[src/rtl/pipe_hazard_ctrl.sv]
// Hazard/stall controller for a 5-stage (F,D,E,M,W) pipeline.
// Produces enables and bubble-clears for the PC and FD/DE/EM/MW registers.
// It handles data-memory wait states, multi-cycle FPU ops held in E,
// load-use hazards and taken-branch flushes.
//
//  state      | meaning
//  -----------+------------------------------------------------------------
//  S_RUN      | normal flow; MEM > FPU > branch/load-use evaluated each cycle
//  S_FPU_WAIT | FPU op held in E; r_cnt counts remaining hold cycles
//  S_MEM_WAIT | M waiting on data memory; front of pipe frozen
//
// A wait state's release cycle still reports busy. In that cycle the RUN
// rules are re-evaluated, minus the rule that caused the wait.
module pipe_hazard_ctrl #(
    parameter int REG_AW  = 6,
    parameter int FPU_LAT = 4,
    parameter int CNT_W   = 8
) (
    input  logic              i_clk,
    input  logic              i_reset,
    input  logic [REG_AW-1:0] i_rs1_d,
    input  logic [REG_AW-1:0] i_rs2_d,
    input  logic              i_use_rs1_d,
    input  logic              i_use_rs2_d,
    input  logic [REG_AW-1:0] i_rd_e,
    input  logic              i_memread_e,
    input  logic              i_regwrite_e,
    input  logic              i_fpu_start_e,
    input  logic              i_branch_taken_e,
    input  logic              i_mem_req_m,
    input  logic              i_mem_ready,
    output logic              o_en_pc,
    output logic              o_en_fd,
    output logic              o_en_de,
    output logic              o_en_em,
    output logic              o_clr_fd,
    output logic              o_clr_de,
    output logic              o_clr_em,
    output logic              o_clr_mw,
    output logic              o_busy
);

    typedef enum logic [1:0] {
        S_RUN      = 2'd0,
        S_FPU_WAIT = 2'd1,
        S_MEM_WAIT = 2'd2
    } state_t;

    // The entry cycle is the first stall cycle, and the release cycle is the last E cycle.
    // Hence FPU_LAT-2 further stall cycles are counted in FPU_WAIT.
    localparam bit               LP_FPU_HOLD = (FPU_LAT > 1);
    localparam logic [CNT_W-1:0] LP_FPU_LOAD = (FPU_LAT > 1) ? CNT_W'(FPU_LAT - 2) : '0;

    state_t           r_state;
    logic [CNT_W-1:0] r_cnt;
    state_t           w_state_nxt;
    logic [CNT_W-1:0] w_cnt_nxt;
    logic             w_load_use;
    logic             w_eval;
    logic             w_chk_mem;
    logic             w_chk_fpu;

    // Load in E feeding a register that D is about to read (x0 never hazards).
    assign w_load_use = i_memread_e & i_regwrite_e & (i_rd_e != '0) &
                        ((i_use_rs1_d & (i_rs1_d == i_rd_e)) |
                         (i_use_rs2_d & (i_rs2_d == i_rd_e)));

    // Next-state decode and combinational pipeline controls.
    always_comb begin
        o_en_pc     = 1'b1;
        o_en_fd     = 1'b1;
        o_en_de     = 1'b1;
        o_en_em     = 1'b1;
        o_clr_fd    = 1'b0;
        o_clr_de    = 1'b0;
        o_clr_em    = 1'b0;
        o_clr_mw    = 1'b0;
        o_busy      = 1'b0;
        w_state_nxt = r_state;
        w_cnt_nxt   = r_cnt;
        w_eval      = 1'b0;
        w_chk_mem   = 1'b0;
        w_chk_fpu   = 1'b0;

        case (r_state)
            S_FPU_WAIT: begin
                o_busy = 1'b1;
                if (r_cnt != '0) begin
                    o_en_pc   = 1'b0;
                    o_en_fd   = 1'b0;
                    o_en_de   = 1'b0;
                    o_clr_em  = 1'b1;
                    w_cnt_nxt = r_cnt - CNT_W'(1);
                end else begin
                    w_eval      = 1'b1;
                    w_chk_mem   = 1'b1;
                    w_state_nxt = S_RUN;
                end
            end
            S_MEM_WAIT: begin
                o_busy = 1'b1;
                if (!i_mem_ready) begin
                    o_en_pc  = 1'b0;
                    o_en_fd  = 1'b0;
                    o_en_de  = 1'b0;
                    o_en_em  = 1'b0;
                    o_clr_mw = 1'b1;
                end else begin
                    w_eval      = 1'b1;
                    w_chk_fpu   = 1'b1;
                    w_state_nxt = S_RUN;
                end
            end
            default: begin
                w_eval      = 1'b1;
                w_chk_mem   = 1'b1;
                w_chk_fpu   = 1'b1;
                w_state_nxt = S_RUN;
            end
        endcase

        if (w_eval) begin
            if (w_chk_mem && i_mem_req_m && !i_mem_ready) begin
                o_en_pc     = 1'b0;
                o_en_fd     = 1'b0;
                o_en_de     = 1'b0;
                o_en_em     = 1'b0;
                o_clr_mw    = 1'b1;
                w_state_nxt = S_MEM_WAIT;
            end else if (w_chk_fpu && i_fpu_start_e && LP_FPU_HOLD) begin
                o_en_pc     = 1'b0;
                o_en_fd     = 1'b0;
                o_en_de     = 1'b0;
                o_clr_em    = 1'b1;
                w_cnt_nxt   = LP_FPU_LOAD;
                w_state_nxt = S_FPU_WAIT;
            end else if (i_branch_taken_e) begin
                // D is flushed by the branch, so a load-use stall on it is moot.
                o_clr_fd = 1'b1;
                o_clr_de = 1'b1;
            end else if (w_load_use) begin
                o_en_pc  = 1'b0;
                o_en_fd  = 1'b0;
                o_clr_de = 1'b1;
            end
        end

        if (i_reset) begin
            o_en_pc  = 1'b0;
            o_en_fd  = 1'b0;
            o_en_de  = 1'b0;
            o_en_em  = 1'b0;
            o_clr_fd = 1'b1;
            o_clr_de = 1'b1;
            o_clr_em = 1'b1;
            o_clr_mw = 1'b1;
            o_busy   = 1'b0;
        end
    end

    // State and FPU hold counter registers.
    always_ff @(posedge i_clk) begin
        if (i_reset) begin
            r_state <= S_RUN;
            r_cnt   <= '0;
        end else begin
            r_state <= w_state_nxt;
            r_cnt   <= w_cnt_nxt;
        end
    end

endmodule

[config.mk]
export PLATFORM = sky130hd
export DESIGN_NAME = pipe_hazard_ctrl
export DESIGN_NICKNAME = d
export VERILOG_FILES = /design/src/rtl/pipe_hazard_ctrl.sv
export SDC_FILE = /design/constraint.sdc
export NUM_CORES = 1
export LEC_CHECK = 0
export BUFFER_PORTS_ARGS = -buffer_cell sky130_fd_sc_hd__buf_2
export CAP_MARGIN = 20
export CORE_ASPECT_RATIO = 0.75
export CORE_MARGIN = 1
export CORE_UTILIZATION = 40
export CTS_BUF_LIST = sky130_fd_sc_hd__clkbuf_8
export CTS_CLUSTER_DIAMETER = 50
export CTS_CLUSTER_SIZE = 24
export DETAILED_ROUTE_END_ITERATION = 8
export PLACE_DENSITY = 0.77
export SLEW_MARGIN = 20
export SYNTH_ARGS = -nofsm -noshare
export SYNTH_HDL_FRONTEND = slang
export SYNTH_SLANG_ARGS = --single-unit
[constraint.sdc]
create_clock -name i_clk -period 2.53 [get_ports i_clk]
set_input_delay 0.506 -clock i_clk [delete_from_list [all_inputs] [get_ports i_clk]]
set_output_delay 0.506 -clock i_clk [all_outputs]
set_load 0.05 [all_outputs]
==> metrics.txt <==
CP top delay family simple AND/OR/NAND/NOR gates; worst path required time 2.02 ns; commonest non-fill, non-tap cell in the layout buf_2; Arrival @ worst endpoint 2.00 ns; register area 204 µm²; met2 Use GR 0.325; clk sinks 10; Post-DP HPWL 1800 µm; Cell Area, Placed 0.00114 mm²; Clock Skew between 0.006 and 0.007 ns; clk buf depth 2; GP Congestion 0.853; final period utilization 0.992; worst slew pin tran 0.371 ns; pwr dens 501 mW/mm²; most frequent cells in the layout buf_2 (29), nor2_1 (14), xnor2_1 (14), buf_4 (8), dfxtp_1 (7); Non-Filler Instances 173; row count 14; routed len/inst 13.5 µm; peak supply drop 0.358 mV; sequential share of the synthesized area 0.231; first-pass GRT wire length 3730 µm; flops & latches, synth 10; layout cells sized above 1 0.450; die area 0.00236 mm²; DRC errors left 0; Finished Cell Area approximately 0.0013 mm²; port bufs 36; via/cell ratio 5.10; # Max-Cap Violations 0; Synth cell types 38; Fmax 0.399 GHz; placed insts 169; drt first pass iters 4; crit-path cells buf_6, or4_4, o311ai_4, nor2_2, a211oi_4, buf_6; Max Slew Vio Count 0; GR Util All Layers 0.200; grt peak-use layer met2; Cell Area, Synth between 800 and 900 µm²; core area 0.00203 mm²; clk root buf clkbuf_8; largest net degree at the start of global routing 11; CP max stage cell or4_4; Final Hold Viols 0; Worst path most repeated cell buf_6; largest fanout on the critical path 2; Slew HR 0.752; drt first-iter violations 14; htree depth 1; Ports 37; Layout Nets 182; Layout area overhead 45.6%; unrepaired setup endpoints after global routing yes; syn nets 135; outcome complete, no violations; DIE WIDTH 55.8 µm; die height 42.3 µm; Ys Warns 0; vias in the first global route 862; Reg clk slew, reported paths 0.05 ns; Clock Latency Late Sink 0.24 ns; TritonCTS clock tree yes; cell count after synthesis 104; met3 GRT Util 0.0432; Max stage delay on crit path 0.54 ns; Hold Crit Class flip-flop to flip-flop; Inserted Diodes 0; antenna violations before repair 0; area of the multi-input gates 684 µm²; Syn Area/Cell 8.34 µm²; Routed WL about 2300 µm; CP Class primary input to output pin; crit end category output pin; vias 882; grt ovf 0; final setup vio count 0; Leak between 0.4 and 0.5 nW; Initial Utilization 0.427; met1 usage 0.270; cts bufs inserted 3; startpoint types primary input; min Tclk post-route 2.51 ns; Layout fillers 180; WP buf/inv 2; Antenna Violating Nets Remaining 0
[cell usage after synthesis]
master     number  share of area
or4_1           1         0.0087
mux2i_1         2          0.023
clkbuf_1        1         0.0043
o22ai_1         1         0.0072
o22a_1          1          0.010
a31oi_1         2          0.014
nor3_2          1          0.012
buf_4           1         0.0087
nand3_1         4          0.023
nand2b_1        1         0.0072
a21oi_1         4          0.023
xnor2_1        14           0.14
and2_1          1         0.0072
ha_1            3          0.043
nor2_1         15          0.065
nor2b_1         4          0.029
a311o_1         1          0.012
o21ai_4         1          0.019
o21ai_0         4          0.023
nor3_1          3          0.017
dfxtp_1        10           0.23
nand3_4         1          0.020
mux2_2          1          0.013
nor3b_1         1         0.0087
o311ai_2        1          0.019
or3_1           1         0.0072
a41oi_1         1          0.010
o21a_1          2          0.017
a211oi_1        3          0.026
nand4_1         2          0.014
nand4bb_4       1          0.032
a31o_2          1          0.010
xor2_1          2          0.020
or2_2           1         0.0072
inv_1           6          0.026
nand2_1         3          0.013
o31ai_2         1          0.014
or4_4           1          0.013
[report_power, final]
group          total (mW)  internal (mW)  switching, mW  leakage [nW]
Combinational       0.282          0.121          0.161         0.394
Clock               0.170          0.105         0.0654        0.0216
Sequential          0.181          0.170         0.0112        0.0827
[metal layers]
metal	routed length, µm	part of all wire
met5	0	0
met4	14	0.0060
met3	85	0.036
met2	1140	0.49
met1	1090	0.47
[layout make-up]
cell class,count,share of cell area
Multi-Input combinational cell,86,0.542
Timing Repair Buffer,44,0.222
Sequential cell,10,0.162
Clock buffer,3,0.0327
Tap cell,24,0.0238
Inverter,6,0.0178
[worst min-delay path, delay by kind of cell (launching register included)]
kind / cells / cell delay, ns
xor gates and xnor gates: 1 / 0.08
and+or+nand+nor: 1 / 0.07
DFF: 1 / 0.37
[final timing paths]
check	from	endpoint	slack [ns]	cells after the start
worst max-delay path	i_rd_e[1]	o_en_fd	0.02	6
worst min-delay path	r_cnt[4]$_SDFF_PP0_	r_cnt[4]$_SDFF_PP0_	0.56	2
worst max register to register	r_cnt[5]$_SDFF_PP0_	r_cnt[2]$_SDFF_PP0_	0.87	5
worst min register to register	r_cnt[4]$_SDFF_PP0_	r_cnt[4]$_SDFF_PP0_	0.56	2
[cells by family (layout without fill, tap and decap cells)]
logic type / count (synthesis) / in the layout / synth area share
buffers and inverters: 8 / 53 / 0.0390
AOI/OAI and AO/OA: 23 / 23 / 0.205
and+or+nand+nor: 41 / 41 / 0.284
xor gates and xnor gates: 16 / 16 / 0.162
DFF: 10 / 10 / 0.231
adders and majority gates: 3 / 3 / 0.0433
muxes: 3 / 3 / 0.0361
[metrics by stage]
stage	total power [mW]	hold WS [ns]	worst slack, ns	TNS [ns]	utilization
6_report	0.633	0.564	0.0207	0	0.621
5_1_grt	0.668	0.593	-0.0246	-0.0645	0.621
4_1_cts	0.618	0.564	0.0267	0	0.587
3_5_place_dp	0.441	0.556	-0.0111	-0.0180	0.559
3_3_place_gp	0.435	0.530	0.0185	0	0.559
2_1_floorplan	0.369	0.507	-0.206	-0.206	-
[sequential cells by signal, summed over array words and instances, names as in the netlist]
register,count
r_cnt,8
r_state,2
[what timing repair did]
action | 4_1_cts | 5_1_grt
setup endpoints to repair | 5 | 5
pin swaps | 0 | 7
resized for setup | 7 | 15
buffers inserted | 0 | 1
hold buffers | 0 | 0
Power figures use the tool's default switching activity.
